File: config.mk
export PLATFORM = sky130hd
export DESIGN_NAME = num2str
export DESIGN_NICKNAME = d
export VERILOG_FILES = /design/src/rtl/num2str.sv
export SDC_FILE = /design/constraint.sdc
export NUM_CORES = 1
export LEC_CHECK = 0
export BUFFER_PORTS_ARGS = -buffer_cell sky130_fd_sc_hd__buf_2
export CAP_MARGIN = 10
export CORE_MARGIN = 2
export CORE_UTILIZATION = 60
export CTS_CLUSTER_SIZE = 10
export DETAILED_ROUTE_END_ITERATION = 12
export GPL_ROUTABILITY_DRIVEN = 1
export PLACE_DENSITY = 0.8
export SLEW_MARGIN = 15
export SYNTH_ARGS = -nofsm -noshare
export SYNTH_HDL_FRONTEND = slang
export SYNTH_SLANG_ARGS = --single-unit
File: constraint.sdc
create_clock -name Clk -period 7.2 [get_ports Clk]
set_clock_uncertainty 0.1 [all_clocks]
set_input_delay 1.44 -clock Clk [delete_from_list [all_inputs] [get_ports Clk]]
set_output_delay 1.44 -clock Clk [all_outputs]
set_load 0.005 [all_outputs]
File: src/rtl/num2str.sv
// num2str: sequential number-to-ASCII formatter.
//
// Converts a 32-bit unsigned value into a null-terminated ASCII stream:
// one radix prefix character ('D', 'B' or 'H'), the digits most-significant
// first, then 8'h00. One character is produced per clock.
//
// Optional build macro: NUM2STR_STALL_EN adds the Ack input so the sink can
// stall the stream. Without it the sink must take one character per cycle.
//
// Handshake: Start is honoured only at a rising edge where Ready=1. Each
// character is presented with Valid=1 on str. With NUM2STR_STALL_EN, a
// character is consumed at a rising edge where Valid=1 and Ack=1, otherwise
// str/Valid hold. Ack is ignored while Valid=0. str is 8'h00 whenever Valid=0.
//
// Ports:
//   Clk       in   system clock, rising edge
//   Rst       in   asynchronous active-high reset
//   num       in   value to convert, sampled on an accepted Start
//   radix     in   00/11 decimal, 01 binary, 10 hex, sampled with num
//   Start     in   conversion request
//   str       out  ASCII character
//   Valid     out  str carries a character this cycle
//   dbg_state out  current FSM state encoding
//   Ready     out  idle, will accept Start
//   Ack       in   sink accepts str (NUM2STR_STALL_EN builds only)
module num2str #(
    parameter int DIG_DEPTH = 32
) (
    input  logic        Clk,
    input  logic        Rst,
    input  logic [31:0] num,
    input  logic [1:0]  radix,
    input  logic        Start,
    output logic [7:0]  str,
    output logic        Valid,
    output logic [2:0]  dbg_state,
    output logic        Ready
`ifdef NUM2STR_STALL_EN
    ,
    input  logic        Ack
`endif
);

    localparam int CW = $clog2(DIG_DEPTH + 1);
    localparam int AW = $clog2(DIG_DEPTH);

    typedef enum logic [2:0] {
        S_IDLE     = 3'd0,
        S_CONV     = 3'd1,
        S_DIV      = 3'd2,
        S_EMIT_PFX = 3'd3,
        S_EMIT_DIG = 3'd4,
        S_EMIT_NUL = 3'd5
    } state_t;

    state_t        state;
    logic [31:0]   q;        // work value; holds the running quotient in DIV
    logic [1:0]    r;        // latched radix
    logic [CW-1:0] cnt;      // digits stored in digbuf
    logic [4:0]    step;     // division step 0..31
    logic [3:0]    rem;      // partial remainder, always < 10
    logic [3:0]    digbuf [DIG_DEPTH];

    logic          advance;
    logic          is_dec;
    logic          is_hex;
    logic [7:0]    pfx_char;
    logic [7:0]    rd_char;
    logic [31:0]   q_shr;
    logic [3:0]    shr_dig;
    logic [4:0]    rem_sh;
    logic          rem_ge;
    logic [3:0]    rem_nx;
    logic [31:0]   q_div_nx;
    logic          push_en;
    logic [3:0]    push_dig;

`ifdef NUM2STR_STALL_EN
    assign advance = Ack;
`else
    assign advance = 1'b1;
`endif

    assign dbg_state = state;

    function automatic logic [7:0] to_ascii(input logic [3:0] d);
        if (d < 4'd10) return 8'h30 + {4'h0, d};
        else           return 8'h37 + {4'h0, d};
    endfunction

    always_comb begin
        is_dec   = (r == 2'b00) || (r == 2'b11);
        is_hex   = (r == 2'b10);
        pfx_char = is_dec ? 8'h44 : (is_hex ? 8'h48 : 8'h42);

        // Binary/hex: peel the low digit and shift it out.
        q_shr    = is_hex ? {4'h0, q[31:4]} : {1'b0, q[31:1]};
        shr_dig  = is_hex ? q[3:0] : {3'b000, q[0]};

        // One restoring-division step by 10: bring in the next dividend bit
        // (MSB of q), subtract 10 if it fits, shift the quotient bit into q.
        rem_sh   = {rem, q[31]};
        rem_ge   = (rem_sh >= 5'd10);
        rem_nx   = rem_ge ? 4'(rem_sh - 5'd10) : rem_sh[3:0];
        q_div_nx = {q[30:0], rem_ge};

        push_en  = ((state == S_CONV) && !is_dec) ||
                   ((state == S_DIV) && (step == 5'd31));
        push_dig = (state == S_DIV) ? rem_nx : shr_dig;

        // Digits come out in reverse order of production.
        rd_char  = to_ascii(digbuf[AW'(cnt - 1'b1)]);
    end

    // Digit storage needs no reset: cnt says which entries are meaningful.
    always_ff @(posedge Clk) begin
        if (push_en) digbuf[AW'(cnt)] <= push_dig;
    end

    always_ff @(posedge Clk or posedge Rst) begin
        if (Rst) begin
            state <= S_IDLE;
            Ready <= 1'b1;
            Valid <= 1'b0;
            str   <= 8'h00;
            cnt   <= '0;
            q     <= '0;
            r     <= 2'b00;
            step  <= '0;
            rem   <= '0;
        end else begin
            case (state)
                S_IDLE: begin
                    if (Start) begin
                        q     <= num;
                        r     <= radix;
                        cnt   <= '0;
                        Ready <= 1'b0;
                        state <= S_CONV;
                    end
                end

                S_CONV: begin
                    if (is_dec) begin
                        step  <= '0;
                        rem   <= '0;
                        state <= S_DIV;
                    end else begin
                        q   <= q_shr;
                        cnt <= cnt + 1'b1;
                        if (q_shr == 32'd0) begin
                            Valid <= 1'b1;
                            str   <= pfx_char;
                            state <= S_EMIT_PFX;
                        end
                    end
                end

                S_DIV: begin
                    q <= q_div_nx;
                    if (step == 5'd31) begin
                        // Remainder of this pass is the next digit; q now
                        // holds the quotient for the following pass.
                        cnt  <= cnt + 1'b1;
                        step <= '0;
                        rem  <= '0;
                        if (q_div_nx == 32'd0) begin
                            Valid <= 1'b1;
                            str   <= pfx_char;
                            state <= S_EMIT_PFX;
                        end
                    end else begin
                        step <= step + 5'd1;
                        rem  <= rem_nx;
                    end
                end

                S_EMIT_PFX: begin
                    if (advance) begin
                        str   <= rd_char;
                        cnt   <= cnt - 1'b1;
                        state <= S_EMIT_DIG;
                    end
                end

                S_EMIT_DIG: begin
                    if (advance) begin
                        if (cnt == '0) begin
                            str   <= 8'h00;
                            state <= S_EMIT_NUL;
                        end else begin
                            str <= rd_char;
                            cnt <= cnt - 1'b1;
                        end
                    end
                end

                S_EMIT_NUL: begin
                    if (advance) begin
                        Valid <= 1'b0;
                        str   <= 8'h00;
                        Ready <= 1'b1;
                        state <= S_IDLE;
                    end
                end

                default: begin
                    Valid <= 1'b0;
                    str   <= 8'h00;
                    Ready <= 1'b1;
                    state <= S_IDLE;
                end
            endcase
        end
    end

endmodule

==> run summary <==
======================================================================================
Number of vias in the routed layout .....................................         6122
HPWL after detailed placement ...........................................     12720 um
Slowest stage cell, crit path ........................................... sky130_fd_sc_hd__ha_1
Async set-or-reset flop fraction in the synthesized netlist .............       0.3228
Aggregate global routing overflow .......................................            0
Number of placement rows ................................................           45
Portion of synthesized cell area occupied by the leading cell type ......       0.4226
Final count of pins violating max slew ..................................            0
Area of placed instances ................................................     9392 um2
DR iter-0 viols .........................................................          773
Area of the core ........................................................    15030 um2
Worst hold path class ...................................................   reg -> reg
CTS buffer count ........................................................           17
Most common cell in the netlist ......................................... sky130_fd_sc_hd__edfxtp_1
Leak pwr ................................................................     3.663 nW
Post-layout utilization of the core .....................................       0.6675
Mapped Cells ............................................................          706
Net count after synthesis ...............................................          754
RD Place Congestion .....................................................       0.8854
Max stage delay on crit path ............................................      1.01 ns
Final hold vios .........................................................            0
Clk slew on worst S/H paths .............................................      0.07 ns
Kind of end point of the critical path ..................................         flop
Data required time at the worst endpoint ................................      7.39 ns
Clock latency reported for the late side of the worst-skew pair .........      0.43 ns
Footprint of the multi-input gates ......................................     3460 um2
Number of vias per cell after detailed routing ..........................        6.562
Share of the cycle needed by the critical path after routing ............       0.6106
Most used DFF post-synth ................................................ sky130_fd_sc_hd__edfxtp_1
Iteration count of the initial detailed-routing pass ....................            5
Initial Utilization .....................................................       0.6051
Result of the run ....................................................... finished clean
Average size of a mapped cell ...........................................    12.88 um2
Largest net degree at the start of global routing .......................           65
Routed wire length ......................................................     19850 um
Die outline height ......................................................     127.1 um
Fmax ....................................................................    227.5 MHz
Clock root buffer master ................................................ sky130_fd_sc_hd__clkbuf_16
Buffers from clock root to sink, at most ................................            2
Sum of negative setup slack .............................................         0 ns
Arrival time reported for the critical path endpoint ....................      4.58 ns
Antenna-violating nets left .............................................            0
Layout cell share with drive strength beyond 1 ..........................       0.1799
Most instantiated cells after synthesis ................................. 128 x sky130_fd_sc_hd__edfxtp_1, 112 x sky130_fd_sc_hd__nor2_1, 60 x sky130_fd_sc_hd__dfrtp_1
Routed length per instance ..............................................     21.27 um
Type of the worst setup path ............................................   reg -> reg
Area of all placed cells without fillers ................................    10030 um2
First-pass GRT wire length ..............................................     31400 um
Sequential share of the synthesized area ................................       0.5905
Crit path launch type ...................................................         flop
Cell Pwr Density ........................................................ 472.6 nW/um2
Sequential cell area ....................................................     5373 um2
Largest vdd supply drop .................................................  0.0002652 V
H-tree lvl count ........................................................            4
N_diodes ................................................................            0
Number of remaining DRC errors ..........................................            0
Filler Cell Count .......................................................         1012
Die Width ...............................................................     127.1 um
Number of distinct standard cells referenced by the synthesized netlist .           65
Post-synth EDFFs ........................................................          128
Tightest Pin Transition .................................................     1.076 ns
CTS tree ................................................................          yes
Die Outline Area ........................................................    16160 um2
Synth Warn # ............................................................            0
Count of endpoints failing setup in the final report ....................            0
Setup Buffers After CTS .................................................            0
Total instance count after detailed placement ...........................          901
Synthesized flop and latch total ........................................          189
Post-Synthesis Cell Area ................................................     9096 um2
Antenna violations before repair ........................................            0
Clk sink count ..........................................................          189
Setup repair after global routing missed its margin .....................           no
Overall global routing resource usage ...................................       0.2508
Cell types occupying the most area after synthesis ...................... sky130_fd_sc_hd__edfxtp_1 42%, sky130_fd_sc_hd__dfrtp_1 17%, sky130_fd_sc_hd__mux4_2 5.4%, sky130_fd_sc_hd__mux2i_1 4.7%, sky130_fd_sc_hd__nor2_1 4.6%
Top cell type by total area after synthesis ............................. sky130_fd_sc_hd__edfxtp_1
Final instance count without filler cells ...............................          933
Number of nets in the layout ............................................          780
Number of top-level design ports ........................................           50
Synth-to-Final Area Change ..............................................       10.32%
Total of hold buffers inserted after clock tree synthesis ...............            0
Quantity of I/O buffers inserted on ports ...............................           48
Normalized max-slew margin ..............................................       0.2824
Vias in the first global route ..........................................         5859
Max-Cap Viols ...........................................................            0
Worst-path maximum fanout ...............................................           46
Final period demand of the worst path ...................................     4.396 ns
Quantity of gates resized following cts .................................            0
Cells along the critical path ........................................... buf_4 -> inv_1 -> ha_1 -> buf_4 -> mux4_2 -> mux2i_1 -> a21oi_1 -> mux2i_2 -> ha_1 -> inv_1 -> a211oi_2 -> xor2_1 -> o221ai_1
======================================================================================
path summary, 6_finish.rpt:
kind                       endpoint  cells after the start  slack [ns]   start
min in group asynchronous    rem[3]                      3        1.12     Rst
hold / removal               str[4]                      1        0.38  str[4]
max in group asynchronous    cnt[0]                      3        5.33     Rst
setup reg to reg             str[2]                     13        2.80  cnt[0]
setup / recovery             str[2]                     13        2.80  cnt[0]
hold reg to reg              str[4]                      1        0.38  str[4]
where the power goes:
group	leakage, nW	internal [mW]	switching, mW	total [mW]
Combinational	1.46	0.798	1.23	2.03
Sequential	1.90	1.47	0.235	1.70
Clock	0.305	0.590	0.419	1.01
per-layer routing:
layer  track usage  part of all wire  routed length (um)  vias up
met1        0.3495              0.42                8413     3041
met2        0.4077              0.49                9673      304
met3       0.05109             0.070                1383       39
met4       0.07240             0.019                 377        0
met5             0                 0                   0        -
li1              -                 -                   -     2738
stage by stage:
step	setup WS (ns)	hold WS (ns)	power [mW]
5_1_grt	2.560	0.3833	5.002
3_5_place_dp	2.820	0.3623	3.705
4_1_cts	2.827	0.3765	4.719
3_3_place_gp	2.963	0.3618	3.615
6_report	2.804	0.3762	4.743
2_1_floorplan	3.672	0.3433	3.235
cell usage in the layout, fill, tap and decap left out, types with 7 or more instances in the layout:
master	n
sky130_fd_sc_hd__edfxtp_1	128
sky130_fd_sc_hd__nor2_1	111
sky130_fd_sc_hd__dfrtp_1	59
sky130_fd_sc_hd__a21oi_1	48
sky130_fd_sc_hd__buf_2	48
sky130_fd_sc_hd__mux2i_1	43
sky130_fd_sc_hd__nand2_1	36
sky130_fd_sc_hd__o21ai_0	32
sky130_fd_sc_hd__a221oi_1	31
sky130_fd_sc_hd__mux4_2	22
sky130_fd_sc_hd__clkbuf_16	17
sky130_fd_sc_hd__inv_1	10
sky130_fd_sc_hd__ha_1	10
sky130_fd_sc_hd__mux4_1	9
sky130_fd_sc_hd__buf_4	7
flip-flops by register name, indices dropped and copies added, names as in the netlist:
register / cells
Valid: 1
str: 7
r: 2
q: 32
dbg_state: 3
Ready: 1
step: 5
digbuf: 128
rem: 4
cnt: 6
critical path: cells and delay by family, from the launching register on:
kind / cells / cell delay, ns
DFF: 1 / 0.34
adders and majority gates: 2 / 1.21
AOI/OAI and AO/OA: 3 / 0.46
muxes: 3 / 0.75
buffers and inverters: 4 / 1.20
xor gates and xnor gates: 1 / 0.16
cell families (layout without fill, tap and decap cells):
| family | after synthesis | in the layout | share of synthesized area |
|---|---|---|---|
| AOI/OAI and AO/OA | 158 | 158 | 0.1162 |
| buffers and inverters | 59 | 98 | 0.03274 |
| muxes | 77 | 77 | 0.1318 |
| adders and majority gates | 11 | 11 | 0.01513 |
| DFF | 189 | 189 | 0.5905 |
| and+or+nand+nor | 204 | 204 | 0.1044 |
| xor gates and xnor gates | 7 | 7 | 0.008804 |
| other | 1 | 1 | 0.0004123 |
final cells by class:
cell class,count,share of cell area
Timing Repair Buffer,55,0.02918
Inverter,11,0.004115
Clock buffer,18,0.04277
Multi-Input combinational cell,458,0.3448
Sequential cell,189,0.5354
Tap cell,188,0.02344
Clock inverter,14,0.02032
Power figures use the tool's default switching activity.
